**config.mk**
```make
export PLATFORM = sky130hd
export DESIGN_NAME = wb_cmd_sequencer
export DESIGN_NICKNAME = d
export VERILOG_FILES = /design/src/rtl/wb_cmd_sequencer.sv
export SDC_FILE = /design/constraint.sdc
export NUM_CORES = 1
export LEC_CHECK = 0
export CAP_MARGIN = 0
export CORE_ASPECT_RATIO = 1.75
export CORE_MARGIN = 1.5
export CORE_UTILIZATION = 33
export CTS_CLUSTER_SIZE = 16
export DETAILED_ROUTE_END_ITERATION = 16
export PLACE_DENSITY = 0.6
export SLEW_MARGIN = 20
export SYNTH_ARGS = -nofsm -noshare
export SYNTH_HDL_FRONTEND = slang
export SYNTH_SLANG_ARGS = --single-unit
```
**constraint.sdc**
```tcl
create_clock -name clk -period 3.9 [get_ports clk]
set_clock_uncertainty 0.15 [all_clocks]
set_input_delay 0.78 -clock clk [delete_from_list [all_inputs] [get_ports clk]]
set_output_delay 0.78 -clock clk [all_outputs]
set_load 0.01 [all_outputs]
```
**src/rtl/wb_cmd_sequencer.sv**
```systemverilog
// Command-queue front end for the Wishbone master: buffers chip-side read/write
// commands, issues them one at a time, and returns read data through a response FIFO.
module wb_cmd_sequencer #(
    parameter int data_wl    = 16,
    parameter int adr_wl     = 16,
    parameter int depth_log2 = 2
) (
    input  logic                  clk,
    input  logic                  a_reset_h,
    input  logic                  cmd_valid_i,
    output logic                  cmd_ready_o,
    input  logic                  cmd_we_i,
    input  logic [adr_wl-1:0]     cmd_addr_i,
    input  logic [data_wl-1:0]    cmd_data_i,
    output logic                  rsp_valid_o,
    input  logic                  rsp_ready_i,
    output logic [data_wl-1:0]    rsp_data_o,
    output logic [adr_wl-1:0]     mst_addr_o,
    output logic [data_wl-1:0]    mst_data_o,
    output logic                  mst_we_o,
    output logic                  mst_start_o,
    input  logic                  mst_busy_i,
    input  logic                  mst_valid_i,
    input  logic [data_wl-1:0]    mst_data_i,
    output logic [depth_log2:0]   cmd_count_o,
    output logic [15:0]           done_count_o
);

    localparam int DEPTH = 1 << depth_log2;
    localparam int CMD_W = 1 + adr_wl + data_wl;
    localparam logic [depth_log2:0] FULL_CNT = (depth_log2 + 1)'(DEPTH);

    typedef enum logic [2:0] {
        ST_IDLE  = 3'b001,
        ST_ISSUE = 3'b010,
        ST_WAIT  = 3'b100
    } state_t;

    state_t state_q, state_d;

    logic [CMD_W-1:0]      cmd_mem [DEPTH];
    logic [depth_log2-1:0] cmd_wr_ptr_q, cmd_wr_ptr_d;
    logic [depth_log2-1:0] cmd_rd_ptr_q, cmd_rd_ptr_d;
    logic [depth_log2:0]   cmd_count_q, cmd_count_d;
    logic                  cmd_push, cmd_pop;

    logic [data_wl-1:0]    rsp_mem [DEPTH];
    logic [depth_log2-1:0] rsp_wr_ptr_q, rsp_wr_ptr_d;
    logic [depth_log2-1:0] rsp_rd_ptr_q, rsp_rd_ptr_d;
    logic [depth_log2:0]   rsp_count_q, rsp_count_d;
    logic                  rsp_push, rsp_pop;

    logic [adr_wl-1:0]     mst_addr_q, mst_addr_d;
    logic [data_wl-1:0]    mst_data_q, mst_data_d;
    logic                  mst_we_q, mst_we_d;
    logic                  mst_start_q, mst_start_d;
    logic [15:0]           done_count_q, done_count_d;

    logic                  head_we;
    logic [adr_wl-1:0]     head_addr;
    logic [data_wl-1:0]    head_data;
    logic                  cmd_empty, rsp_full;

    assign cmd_empty   = (cmd_count_q == '0);
    assign rsp_full    = (rsp_count_q == FULL_CNT);
    assign cmd_ready_o = (cmd_count_q != FULL_CNT);
    assign cmd_push    = cmd_valid_i && cmd_ready_o;
    assign rsp_valid_o = (rsp_count_q != '0);
    assign rsp_pop     = rsp_valid_o && rsp_ready_i;

    assign {head_we, head_addr, head_data} = cmd_mem[cmd_rd_ptr_q];
    // Gate the head word so stale storage never leaks out while the FIFO is empty.
    assign rsp_data_o  = rsp_valid_o ? rsp_mem[rsp_rd_ptr_q] : '0;

    assign mst_addr_o   = mst_addr_q;
    assign mst_data_o   = mst_data_q;
    assign mst_we_o     = mst_we_q;
    assign mst_start_o  = mst_start_q;
    assign cmd_count_o  = cmd_count_q;
    assign done_count_o = done_count_q;

    always_ff @(posedge clk) begin
        if (cmd_push) begin
            cmd_mem[cmd_wr_ptr_q] <= {cmd_we_i, cmd_addr_i, cmd_data_i};
        end
    end

    always_ff @(posedge clk) begin
        if (rsp_push) begin
            rsp_mem[rsp_wr_ptr_q] <= mst_data_i;
        end
    end

    always_ff @(posedge clk or posedge a_reset_h) begin
        if (a_reset_h) begin
            state_q <= ST_IDLE;
        end else begin
            state_q <= state_d;
        end
    end

    always_comb begin
        state_d      = state_q;
        mst_addr_d   = mst_addr_q;
        mst_data_d   = mst_data_q;
        mst_we_d     = mst_we_q;
        mst_start_d  = 1'b0;
        done_count_d = done_count_q;
        cmd_pop      = 1'b0;
        rsp_push     = 1'b0;
        unique case (state_q)
            ST_IDLE: begin
                // A read may only issue when its response is guaranteed a slot.
                if (!cmd_empty && !mst_busy_i && (head_we || !rsp_full)) begin
                    cmd_pop     = 1'b1;
                    mst_addr_d  = head_addr;
                    mst_data_d  = head_data;
                    mst_we_d    = head_we;
                    mst_start_d = 1'b1;
                    state_d     = ST_ISSUE;
                end
            end
            ST_ISSUE: begin
                state_d = ST_WAIT;
            end
            ST_WAIT: begin
                if (!mst_busy_i && mst_valid_i) begin
                    rsp_push     = !mst_we_q;
                    done_count_d = done_count_q + 16'd1;
                    state_d      = ST_IDLE;
                end
            end
            default: begin
                state_d = ST_IDLE;
            end
        endcase
    end

    always_comb begin
        cmd_wr_ptr_d = cmd_push ? cmd_wr_ptr_q + 1'b1 : cmd_wr_ptr_q;
        cmd_rd_ptr_d = cmd_pop  ? cmd_rd_ptr_q + 1'b1 : cmd_rd_ptr_q;
        cmd_count_d  = cmd_count_q;
        case ({cmd_push, cmd_pop})
            2'b10:   cmd_count_d = cmd_count_q + 1'b1;
            2'b01:   cmd_count_d = cmd_count_q - 1'b1;
            default: cmd_count_d = cmd_count_q;
        endcase
    end

    always_comb begin
        rsp_wr_ptr_d = rsp_push ? rsp_wr_ptr_q + 1'b1 : rsp_wr_ptr_q;
        rsp_rd_ptr_d = rsp_pop  ? rsp_rd_ptr_q + 1'b1 : rsp_rd_ptr_q;
        rsp_count_d  = rsp_count_q;
        case ({rsp_push, rsp_pop})
            2'b10:   rsp_count_d = rsp_count_q + 1'b1;
            2'b01:   rsp_count_d = rsp_count_q - 1'b1;
            default: rsp_count_d = rsp_count_q;
        endcase
    end

    always_ff @(posedge clk or posedge a_reset_h) begin
        if (a_reset_h) begin
            cmd_wr_ptr_q <= '0;
            cmd_rd_ptr_q <= '0;
            cmd_count_q  <= '0;
            rsp_wr_ptr_q <= '0;
            rsp_rd_ptr_q <= '0;
            rsp_count_q  <= '0;
            mst_addr_q   <= '0;
            mst_data_q   <= '0;
            mst_we_q     <= 1'b0;
            mst_start_q  <= 1'b0;
            done_count_q <= '0;
        end else begin
            cmd_wr_ptr_q <= cmd_wr_ptr_d;
            cmd_rd_ptr_q <= cmd_rd_ptr_d;
            cmd_count_q  <= cmd_count_d;
            rsp_wr_ptr_q <= rsp_wr_ptr_d;
            rsp_rd_ptr_q <= rsp_rd_ptr_d;
            rsp_count_q  <= rsp_count_d;
            mst_addr_q   <= mst_addr_d;
            mst_data_q   <= mst_data_d;
            mst_we_q     <= mst_we_d;
            mst_start_q  <= mst_start_d;
            done_count_q <= done_count_d;
        end
    end

endmodule

```
-- Yosys cells after proc, flatten, opt, wreduce, memory -nomap -nowiden
Memories as Yosys holds them, arrays and structs flattened.
Cells that the tools add are included.
Widths: inputs -> output; s select.
- memories kept: 2
- flip-flop bits (word level): 67
- memory bits (writable): 196
- word-level logic and storage cells: 65
- memories (name ; words ; width ; rd ports ; clocked after Yosys merged registers in ; wr ports ; line ; text):
    cmd_mem ; 4 ; 33 ; 1 ; 0 ; 1 ; 41 ; logic [CMD_W-1:0] cmd_mem [DEPTH];
    rsp_mem ; 4 ; 16 ; 1 ; 0 ; 1 ; 47 ; logic [data_wl-1:0] rsp_mem [DEPTH];
- reductions and logical operators: 17
- equal/unequal tests: 11
- multiplexer cells: 14
- add/subtract/negate cells: 9
- operators by type and width (kind ; count):
    $add 16x1->16 const B ; 1
    $mux 16 ; 1
    $pmux 3 s2 ; 2
    $pmux 3 s3 ; 1
    $add 2x1->2 const B ; 4
    $mux 1 ; 8
    $add 3x1->3 const B ; 2
    $eq 3x3->1 const B ; 2
    $mux 3 ; 2
    $reduce_and 2->1 ; 3
    $sub 3x1->3 const B ; 2
    $logic_and 1x1->1 ; 5
    $eq 2x1->1 const B ; 2
    $eq 2x2->1 const B ; 2
    $logic_not 1->1 ; 4
    $ne 2x2->1 const B ; 2
    $reduce_bool 2->1 ; 2
    $eq 3x1->1 const B ; 1
    $eq 3x2->1 const B ; 1
    $logic_not 3->1 ; 1
    $ne 3x3->1 const B ; 1
    $reduce_bool 3->1 ; 1
    $logic_or 1x1->1 ; 1

-- Logic depth before layout (Yosys ltp)
- word-level depth: 8
- depth in mapped cells: 11
- mapped depth without buffers: 10

-- Least setup slack after synthesis
OpenSTA, ideal clock, no wires.
- path type: in2reg
- from: in mst_busy_i
- to: reg cmd_count_q[2], in the netlist cmd_count_o[2]
- path slack: 1.047 ns
- path buffers: 1
- data arrival time: 2.624 ns
- library setup time: 0.079 ns
- cell stages on the path: 10
- cell sequence: nor4b_2 o31ai_1 a21oi_4 buf_6 ha_1 inv_1 fa_1 xor2_1 nor2_1 xor2_1
- longest elaborated chain between the ends: 7
- elaborated cells on any way between the ends: 9
- classes of those cells: eq/ne: 2; mux: 3; reduce/logical: 4
- RTL lines (item ; line ; text):
    start, declared ; 22 ; input logic mst_busy_i,
    $logic_not 1->1 (*) ; 114 ; if (!cmd_empty && !mst_busy_i && (head_we || !rsp_full)) begin
    $logic_and 1x1->1 (*) (2 in a row) ; 114 ;
    $mux 1 (*) ; 114 ;
    $mux 1 (*) ; 111 ; unique case (state_q)
    net cmd_pop ; 45 ; logic cmd_push, cmd_pop;
    $eq 2x1->1 / $eq 2x2->1 (equally long branches) ; 143 ; case ({cmd_push, cmd_pop})
    $pmux 3 s2 / $reduce_bool 2->1 (equally long branches) ; n/a ;
    end signal, assigned ; 177 ; cmd_count_q <= cmd_count_d;
    end, declared ; 44 ; logic [depth_log2:0] cmd_count_q, cmd_count_d;
Mark *: on every way through the listed nets, which the timed path passes. The rest lies on a longest branch.
A chain may end at the register's enable or synchronous reset.

-- Final worst setup path
- from: reg rsp_rd_ptr_q[1]
- to: out rsp_data_o[7]
- longest elaborated chain between the ends: 2
- RTL lines (item ; line ; text):
    start, declared ; 49 ; logic [depth_log2-1:0] rsp_rd_ptr_q, rsp_rd_ptr_d;
    start signal, assigned ; 179 ; rsp_rd_ptr_q <= rsp_rd_ptr_d;
    $mem_v2 4x16 ; n/a ;
    $mux 16 ; 73 ; assign rsp_data_o = rsp_valid_o ? rsp_mem[rsp_rd_ptr_q] : '0;
    end, declared ; 17 ; output logic [data_wl-1:0] rsp_data_o,
Every way passes these cells.

==> implementation parameters <==
Parameter                              Value

Outcome
  Run status    finished, final reports clean

Floorplanning
  Die width    between 100 and 150 um
  Die area    0.0320 mm2
  Die height    235 um
  I/O pin total    126
  Core Rows    85
  Area inside the core boundary    0.0306 mm2
  Effective utilization at floorplan    33.3%

CTS
  Total of cells resized after clock tree synthesis    0
  Buffers inserted by post-CTS timing repair    0
  Depth of the CTS H-tree    1
  Total of hold buffers inserted after clock tree synthesis    0
  Total number of clock tree sinks    between 200 and 300
  Clock-pin slew reported for the worst setup and hold paths after clock tree synthesis    roughly 0.060 ns
  Clk root buf    sky130_fd_sc_hd__clkbuf_16
  Clock buffer count from CTS    24
  Longest Clk Path Bufs    3
  Worst-Skew Late Latency    approximately 0.52 ns
  CTS tree    built

STA
  Total setup violations reported at the end of the flow    0
  Relative slew margins    33.0%
  Final Hold Fails    0
  Final worst setup slack    0.536 ns
  Total count of max-transition violations in the final report    0
  Final-layout setup total negative slack    0 ns
  Worst Hold Margin    roughly 0.32 ns
  Unrepaired setup endpoints after global routing    no
  Fmax    0.297 GHz
  Transition at the pin with the smallest max-transition slack    1.01 ns
  Period utilisation layout    a little under nine tenths
  Post-layout min period    3.36 ns

Route
  DR pass1 iterations    4
  Total DRC errors in the routed layout    0
  Antenna Nets Post-Route    0
  Average via count per standard cell    around 4.7
  Vias post-DR    4979
  Post-Route WL    between 20 and 25 mm
  DRC marker count from the first detailed-route iteration    168
  Routed length per placed instance    roughly 19 um

Pwr
  LEAKAGE    0.00459 uW
  Worst-case vdd ir drop    between 400 and 500 uV
  Total power    9610 uW
  Areal power density over the cells    approximately 740 mW/mm2

Setup path
  Endpoint of the most critical register-to-register path    cmd_count_o[2]
  Type of the worst setup path    reg -> out
  Signal arrival time at the worst endpoint    around 2.4 ns
  Kind of start point of the critical path    flip-flop
  Maximum net fanout on the critical path    17
  Required time at the worst-slack endpoint    a little under 3 ns
  FF-to-FF setup slack    1.41 ns
  Number of cell instances on the worst register-to-register path    9
  Critical Path Sink Type    output pin
  R2r startpoint    state_q[0]

Final layout
  Most common library cell in the layout ignoring fill and taps    sky130_fd_sc_hd__edfxtp_1
  Share of cells above drive strength 1    between 20% and 30%
  Non-filler cells, final    1058
  Fillers    roughly 2700
  Commonest cells after routing, fill and taps aside    196 x sky130_fd_sc_hd__edfxtp_1, 125 x sky130_fd_sc_hd__clkdlybuf4s50_1, 64 x sky130_fd_sc_hd__dfrtp_1
  Nets    ~720
  Area added between synthesis and finish    26.6%
  Number of diodes    0

Placement
  Post-placement setup slack    about 0.70 ns
  Half-perimeter wire length after detailed placement    approximately 13 mm
  Dpl cells    about 1000
  Buffers on Ports    approximately 130
  Routability cong.    0.689

Yosys
  Post-synth design cell area    about 0.010 mm2
  Flop and latch count out of synthesis    around 260
  Synthesized net count    ~570
  Number of flops mapped to enable cells by yosys    slightly below 200
  Count of mapped cells out of synthesis    499
  Synthesized area divided by synthesized cell count    between 20 and 25 um2
  Ys async rst share    25.5%
  Count of different cell masters after synthesis    37
  Proportion of synthesized chip area in sequential cells    74.2%
  Yosys warnings    0
  Most used flip-flop cell after synthesis    sky130_fd_sc_hd__edfxtp_1

GRT
  Largest net degree at the start of global routing    37
  Global-route wire length before repair    ~32 mm
  Global-route total usage across every layer    13.1%
  Initial antenna violation count    2
  Global route total overflow    0
  Number of global-route vias before repair    about 5700

Job
  Maxcap violations    0

Hold path
  Hold Path Depth    1
  Hold Crit Start    done_count_o[15]
  HP Class    reg -> reg
  Hold-critical path endpoint    done_count_o[15]
[critical path, cell delays in order (launching register included)]
cell and delay [ns]:
sky130_fd_sc_hd__dfrtp_1 0.86, sky130_fd_sc_hd__mux4_2 0.41, sky130_fd_sc_hd__and2_1 0.17, sky130_fd_sc_hd__clkdlybuf4s50_1 0.48
[worst max-delay path by stage]
stage,slack (ns),cells past startpoint,from,end
after floorplan,1.05,10,mst_busy_i,cmd_count_o[2]
after global placement,0.76,6,mst_busy_i,mst_addr_o[2]
after detailed placement,0.70,6,mst_busy_i,mst_data_o[14]
after CTS,0.48,4,rsp_rd_ptr_q[0],rsp_data_o[7]
after global routing,0.41,4,rsp_rd_ptr_q[0],rsp_data_o[3]
final,0.54,3,rsp_rd_ptr_q[1],rsp_data_o[7]
[final cells by class]
| type | instances | area [um2] | share of cell area (%) |
|---|---|---|---|
| flip-flops and latches | 263 | 7570 | 58.6 |
| multi-input cells | 205 | 2480 | 19.2 |
| repair buffers | 141 | 1380 | 10.7 |
| clock buffers | 32 | 672 | 5.21 |
| well taps | 391 | 489 | 3.79 |
| clock inverters | 12 | 262 | 2.03 |
| inverters | 14 | 53.8 | 0.417 |
[synth_stat cells (2+ instances only)]
cell | instances | area [um2]
sky130_fd_sc_hd__edfxtp_1 | 196 | 5890
sky130_fd_sc_hd__dfrtp_1 | 66 | 1650
sky130_fd_sc_hd__mux4_2 | 48 | 1080
sky130_fd_sc_hd__and2_1 | 23 | 144
sky130_fd_sc_hd__mux2_4 | 20 | 300
sky130_fd_sc_hd__xnor2_1 | 15 | 131
sky130_fd_sc_hd__inv_1 | 14 | 52.6
sky130_fd_sc_hd__ha_1 | 11 | 138
sky130_fd_sc_hd__xor2_1 | 11 | 96.3
sky130_fd_sc_hd__and3_1 | 8 | 50.1
sky130_fd_sc_hd__mux2_2 | 8 | 90.1
sky130_fd_sc_hd__nor2_1 | 8 | 30.0
sky130_fd_sc_hd__buf_2 | 7 | 35.0
sky130_fd_sc_hd__mux2_1 | 7 | 78.8
sky130_fd_sc_hd__nand2_1 | 7 | 26.3
sky130_fd_sc_hd__clkbuf_1 | 6 | 22.5
sky130_fd_sc_hd__nand3_1 | 6 | 30.0
sky130_fd_sc_hd__buf_6 | 4 | 45.0
sky130_fd_sc_hd__mux2i_1 | 4 | 40.0
sky130_fd_sc_hd__nand4_1 | 4 | 25.0
sky130_fd_sc_hd__o21ai_0 | 4 | 20.0
sky130_fd_sc_hd__a21oi_1 | 3 | 15.0
sky130_fd_sc_hd__fa_1 | 2 | 40.0
sky130_fd_sc_hd__nand2b_1 | 2 | 12.5
sky130_fd_sc_hd__nand4b_1 | 2 | 17.5
sky130_fd_sc_hd__nor3_1 | 2 | 10.0
[flip-flops by register name, summed over array words and instances, names as in the netlist]
name and cells:
mst_start_o 1, mst_we_o 1, cmd_mem 132, rsp_rd_ptr_q 2
cmd_count_o 3, rsp_mem 64, mst_data_o 16, done_count_o 16
rsp_wr_ptr_q 2, mst_addr_o 16, rsp_count_q 3, state_q 3
cmd_wr_ptr_q 2, cmd_rd_ptr_q 2
[cells by family (layout without fill, tap and decap cells)]
kind of cell / count (synthesis) / in the layout / share of synthesized area [%]
buf+inv: 31 / 199 / 1.52
mux: 87 / 87 / 15.6
fa+ha+maj: 13 / 13 / 1.74
simple gates: 68 / 68 / 3.94
compound gates: 11 / 11 / 0.749
flops: 263 / 263 / 74.2
xor+xnor: 26 / 26 / 2.23
[metrics by stage]
step           instance area [um2]  util [%]
6_report                     12900      42.1
5_1_grt                      12900      42.1
4_1_cts                      12900      42.1
3_5_place_dp                 12000      39.1
3_3_place_gp                 12000      39.1
2_1_floorplan                10200         -
[layer usage]
layer | global-route usage, % | wire (um)
met4 | 4.29 | 462
met5 | 0 | 26
met2 | 24.5 | 11200
met3 | 2.58 | 986
met1 | 14.7 | 7750
[report_power, final]
group,total (uW),internal (uW),switching (uW)
clock,2740,1740,995
sequential,3960,3620,332
combinational,2920,1670,1250
total,9610,7030,2570
(Power assumes the default switching activity.)
